[src/rtl/adc_sample_averager.sv]
// Block averager for flash-converter codes: sums 2^LOG2_N accepted samples and emits sum >> LOG2_N.
// Optional macro ADC_AVG_ROUND_EN selects round-half-up instead of truncation.
module adc_sample_averager #(
    parameter int DATA_W = 8,
    parameter int LOG2_N = 3
) (
    input  logic              clk,
    input  logic              rst_n,
    input  logic              sample_en,
    input  logic [DATA_W-1:0] dig_in,
    input  logic              out_ready,
    output logic [DATA_W-1:0] avg_out,
    output logic              avg_valid,
    output logic              overrun
);

    localparam int ACC_W = DATA_W + LOG2_N;
    localparam logic [LOG2_N-1:0] CNT_ONE = LOG2_N'(1);

    typedef enum logic {
        EMPTY = 1'b0,
        FULL  = 1'b1
    } state_t;

    state_t              r_state;
    state_t              w_state_nxt;
    logic [ACC_W-1:0]    r_acc;
    logic [LOG2_N-1:0]   r_cnt;
    logic [ACC_W-1:0]    w_sum;
    logic                w_done;
    logic [DATA_W-1:0]   w_result;
    logic                w_load;
    logic                w_set_ovr;

    assign w_sum  = r_acc + {{LOG2_N{1'b0}}, dig_in};
    assign w_done = sample_en && (r_cnt == '1);

`ifdef ADC_AVG_ROUND_EN
    localparam logic [ACC_W-1:0] HALF = ACC_W'(1) << (LOG2_N - 1);
    // sum + half stays below 2^ACC_W because the largest sum is N*(2^DATA_W-1)
    logic [ACC_W-1:0] w_rnd;
    assign w_rnd    = w_sum + HALF;
    assign w_result = DATA_W'(w_rnd >> LOG2_N);
`else
    assign w_result = DATA_W'(w_sum >> LOG2_N);
`endif

    always_ff @(posedge clk or negedge rst_n) begin
        if (!rst_n) begin
            r_acc <= '0;
            r_cnt <= '0;
        end else if (sample_en) begin
            r_acc <= w_done ? '0 : w_sum;
            r_cnt <= r_cnt + CNT_ONE;
        end
    end

    always_comb begin
        w_state_nxt = r_state;
        w_load      = 1'b0;
        w_set_ovr   = 1'b0;
        case (r_state)
            EMPTY: begin
                if (w_done) begin
                    w_load      = 1'b1;
                    w_state_nxt = FULL;
                end
            end
            FULL: begin
                if (w_done) begin
                    if (out_ready) w_load    = 1'b1;
                    else           w_set_ovr = 1'b1;
                end else if (out_ready) begin
                    w_state_nxt = EMPTY;
                end
            end
            default: w_state_nxt = EMPTY;
        endcase
    end

    always_ff @(posedge clk or negedge rst_n) begin
        if (!rst_n) begin
            r_state <= EMPTY;
            avg_out <= '0;
            overrun <= 1'b0;
        end else begin
            r_state <= w_state_nxt;
            if (w_load) avg_out <= w_result;
            if (w_set_ovr) overrun <= 1'b1;
        end
    end

    assign avg_valid = (r_state == FULL);

endmodule

[config.mk]
export PLATFORM = sky130hd
export DESIGN_NAME = adc_sample_averager
export DESIGN_NICKNAME = d
export VERILOG_FILES = /design/src/rtl/adc_sample_averager.sv
export SDC_FILE = /design/constraint.sdc
export NUM_CORES = 1
export LEC_CHECK = 0
export CORE_MARGIN = 2
export CORE_UTILIZATION = 25
export CTS_BUF_LIST = sky130_fd_sc_hd__clkbuf_4 sky130_fd_sc_hd__clkbuf_8
export DETAILED_ROUTE_END_ITERATION = 6
export PLACE_DENSITY = 0.41
export SLEW_MARGIN = 20
export SYNTH_ARGS = -nofsm -noshare
export SYNTH_HDL_FRONTEND = slang
export SYNTH_SLANG_ARGS = --single-unit
[constraint.sdc]
create_clock -name clk -period 4.8 [get_ports clk]
set_input_delay 0.96 -clock clk [delete_from_list [all_inputs] [get_ports clk]]
set_output_delay 0.96 -clock clk [all_outputs]
set_load 0.02 [all_outputs]
[Word level (Yosys, flattened, before mapping)]
Index checks and enable logic that the tools add are counted.
Word-level totals
  output and inout port bits: 10
  input bits: 12
  flip-flop bits (word level): 24
Operators by class
  equality and inequality tests: 1
  multiplexer cells: 10
  reduce and logical (&&, ||, !) cells: 1
  add/sub/neg operators: 2
  bitwise operators: 1
Operators by type and width (count)
  $add 11x8->11: 1
  $mux 11: 1
  $mux 1: 7
  $pmux 1 s2: 2
  $add 3x1->3 const B: 1
  $eq 3x3->1 const B: 1
  $logic_and 1x1->1: 1
  $not 1->1: 1

[Depth between registers and ports, before layout]
  depth in word-level cells: 4
  gate-level depth with buffers: 7
  depth with buffers taken out: 7

[Worst setup path before layout]
Ideal clock, no wire load.
  path kind: input to register
  from: input port dig_in[0]
  to: register r_acc[10]
  stages: 7
  arrival: 2.454 ns
  setup slack: 2.215 ns
  required time: 4.668 ns
  setup time: 0.132 ns
  path buffers: 0
  path through: ha_1 > fa_1 > a21o_4 > a221oi_4 > a21oi_2 > mux2i_1 > o22ai_1
Between the ends
  longest elaborated chain between the ends: 2
Ends and longest elaborated chain
  from (decl): line 10  | input logic [DATA_W-1:0] dig_in,
  $add 11x8->11: line 35  | assign w_sum = r_acc + {{LOG2_N{1'b0}}, dig_in};
  $mux 11: line 53  | r_acc <= w_done ? '0 : w_sum;
  to (signal assigned): line 53
  to (decl): line 27  | logic [ACC_W-1:0] r_acc;
No other way between the ends.
A chain may end at the register's enable or synchronous reset.

[Worst setup path after layout]
Same ends and word-level chain as after synthesis.

==> results.json <==
{
  "outcome": "complete, no violations",
  "cts-buffers-inserted": 3,
  "synthCells": 125,
  "n_antenna_cell": 0,
  "route.vias.total": 936,
  "postSynthAreaPerCell_um2": 10.6,
  "h-tree-depth": 1,
  "hold_viol": 0,
  "rsz0062_at_grt": "false",
  "synthAdderAreaFrac_pct": 11.0,
  "crit_chain": "clkdlybuf4s50_1 -> ha_1 -> fa_1 -> a21o_4 -> a221oi_4 -> a21oi_2 -> mux2i_1 -> o22ai_1",
  "grtUsageTotal_pct": 10.6,
  "firstDrtPassIters": 4,
  "critPathMaxStageDelay_ns": 0.43,
  "fin_nets": 170,
  "die_y_um": 76.6,
  "slew_headroom_pct": 45.5,
  "p_clk_share_pct": 16.5,
  "synthesis.nets": 148,
  "gp_congestion": 0.768,
  "drc": 0,
  "dieArea_um2": 5870,
  "globalRouteOverflowTotal": 0,
  "io_buffers": 21,
  "startpoint_type": "input pin",
  "fin_tns_setup_ns": 0,
  "synth_cell_types": 35,
  "crit_type": "input pin to flop",
  "via_per_inst": 4.33,
  "ys_seq_area_share_pct": 45.5,
  "grt_pass1_wl_um": 4990,
  "cap_violations": 0,
  "drt.antenna.violating_nets": 0,
  "syn_area_um2": 1320,
  "fill_cells": 544,
  "cp_slowest_cell": "fa_1",
  "final_max_slew_viol_count": 0,
  "clock_path_buffers": 2,
  "pwr-share-seq_pct": 32.1,
  "chipWidth_um": 76.6,
  "synthTopCellsByArea": "dfrtp_1 (46%), ha_1 (9.5%), nand2_1 (3.7%)",
  "synth_top_area_cell": "dfrtp_1",
  "synth_top_family_by_area": "compound AO/OA/AOI/OAI gates",
  "wirelength_um": 2760,
  "synthXorXnorAreaFrac_pct": 6.64,
  "met1_usage_pct": 14.1,
  "synth-simple-area-share_pct": 8.54,
  "synthMuxAreaShare_pct": 2.47,
  "p_leak_nw": 0.745,
  "clkTransAtPathRegs_ns": 0.09,
  "hold_path.class": "flop to flop",
  "combPwrFrac_pct": 51.4,
  "io_pins": 22,
  "ys_seq_elements": 24,
  "arrival_ns": 2.99,
  "peakVddDrop_uv": 181,
  "netSwitchingPower_w": 0.000431,
  "dr.first_iter.drc_count": 42,
  "antenna_found_initial": 0,
  "setup_viol": 0,
  "required_ns": 4.93,
  "area_growth_pct": 26.4,
  "met3_usage_pct": 2.25,
  "synth_compound_area_share_pct": 21.7,
  "initial_core_util_pct": 25.8,
  "place_hpwl_um": 1960,
  "intPower_w": 0.000681,
  "finalCritPeriodShare_pct": 59.6,
  "core_area_um2": 5110,
  "use_met2_pct": 16.8,
  "synth_top_area_share_pct": 45.5,
  "p_sw_share_pct": 38.8,
  "placed_area_um2": 1600,
  "power_density_nw_per_um2": 667,
  "fmax_mhz": 349,
  "post-cts-setup-buffers": 0,
  "clkLatencyLatePin_ns": 0.27,
  "synth-warning-count": 0,
  "wl_per_cell_um": 12.8,
  "top_usage_layer": "met2",
  "cts_root_buf": "clkbuf_8",
  "worst_pin_slew_ns": 0.815,
  "cts_tree": "built",
  "rows": 26,
  "end_kind": "flop",
  "clock_skew_ns": 0.00135,
  "cts_resized": 0,
  "period_needed_ns": 2.86,
  "design_area_um2": 1670,
  "grt_pass1_vias": 1040,
  "critPathMaxFanout": 3,
  "cts.sinks": 24,
  "drive_gt1_share_pct": 9.59,
  "grt_start_max_net_pins": 25,
  "holdBufCountCts": 0
}
==> path summary, 6_finish.rpt <==
path,endpoint,cells after the start,start,slack (ns)
worst max-delay path,r_acc[10],8,dig_in[0],1.94
worst min-delay path,avg_out[2],2,avg_out[2],0.49
worst max register to register,r_acc[10],7,r_acc[0],2.67
worst min register to register,avg_out[2],2,avg_out[2],0.49
max in group asynchronous,avg_out[7],1,rst_n,3.76
min in group asynchronous,avg_out[1],1,rst_n,0.67
==> cell usage in the layout (no fill, tap or decap), types with 2 or more instances in the layout <==
| cell | synthesis | final |
|---|---|---|
| dfrtp_1 | 24 | 24 |
| nor2_1 | 3 | 3 |
| clkbuf_8 | 0 | 3 |
| clkdlybuf4s50_1 | 0 | 20 |
| mux2_2 | 2 | 2 |
| ha_1 | 10 | 10 |
| o211ai_1 | 3 | 3 |
| o21ai_1 | 6 | 6 |
| nand2_1 | 13 | 13 |
| xor2_1 | 5 | 5 |
| o22ai_1 | 7 | 7 |
| nand2b_1 | 2 | 2 |
| a21o_1 | 4 | 4 |
| a21oi_1 | 3 | 3 |
| nand3b_1 | 2 | 2 |
| inv_1 | 10 | 10 |
| xnor2_1 | 5 | 5 |
| o21ai_0 | 5 | 5 |
==> per-layer routing <==
| layer | vias up | routed length [um] |
|---|---|---|
| met3 | 4 | 112 |
| li1 | 481 | - |
| met4 | 0 | 36 |
| met5 | - | 0 |
| met2 | 20 | 1240 |
| met1 | 431 | 1380 |
==> metrics by stage <==
stage	setup WS (ns)	power (W)	hold slack, ns	cells	utilization [%]
after floorplan	2.21	0.000771	0.445	125	-
after global placement	1.63	0.000930	0.458	212	31.3
after detailed placement	1.64	0.000941	0.462	212	31.2
after CTS	1.93	0.00113	0.496	216	32.6
after global routing	1.67	0.00122	0.509	216	32.6
final	1.94	0.00111	0.489	216	32.6
==> area by class of cell <==
class	count	area, um^2	area share (%)
sequential	24	601	36.0
timing repair buffer	21	205	12.3
inverter	10	37.5	2.25
multi-input combinational	87	664	39.9
tap	70	87.6	5.26
clock inverter	1	30.0	1.80
clock buffer	3	41.3	2.48
==> cells in the mapped netlist (all sizes together) <==
cell type,instances
o22ai,7
a22oi,1
nand2,13
o211ai,3
a221oi,1
a21o,5
nor2b,1
inv,10
buf,1
nor2,3
a211oi,1
xnor2,5
nand2b,2
o21ai,12
ha,10
and3,1
a31oi,1
mux2i,1
xor2,5
o21bai,2
dfrtp,24
clkbuf,3
nand3,1
fa,1
nand3b,2
a21oi,4
mux2,2
o21a,1
a22o,1
or3,1
==> critical path: cells and delay by family <==
kind	cells	cell delay, ns
AO/OA/AOI/OAI	4	0.79
multiplexers	1	0.17
buffers and inverters	1	0.41
adder cells (fa/ha/maj)	2	0.67
==> power by group through the flow <==
stage | combinational [W] | sequential (W) | clock (W)
detailed placement | 0.000579 | 0.000362 | 0
floorplan | 0.000377 | 0.000394 | 0
CTS | 0.000582 | 0.000358 | 0.000188
global route | 0.000649 | 0.000371 | 0.000199
global placement | 0.000573 | 0.000357 | 0
finish | 0.000571 | 0.000357 | 0.000183
==> registers in the layout, summed over array words and instances, names as in the netlist <==
name / flops
overrun: 1
r_acc: 11
r_cnt: 3
avg_valid: 1
avg_out: 8
==> cells by family (layout without fill, tap and decap cells) <==
family                     after synthesis  count (layout)
AOI/OAI and AO/OA                       39              39
DFF                                     24              24
and+or+nand+nor                         24              24
buffers and inverters                   14              35
adders and majority gates               11              11
xor gates and xnor gates                10              10
muxes                                    3               3
(Power assumes the default switching activity.)
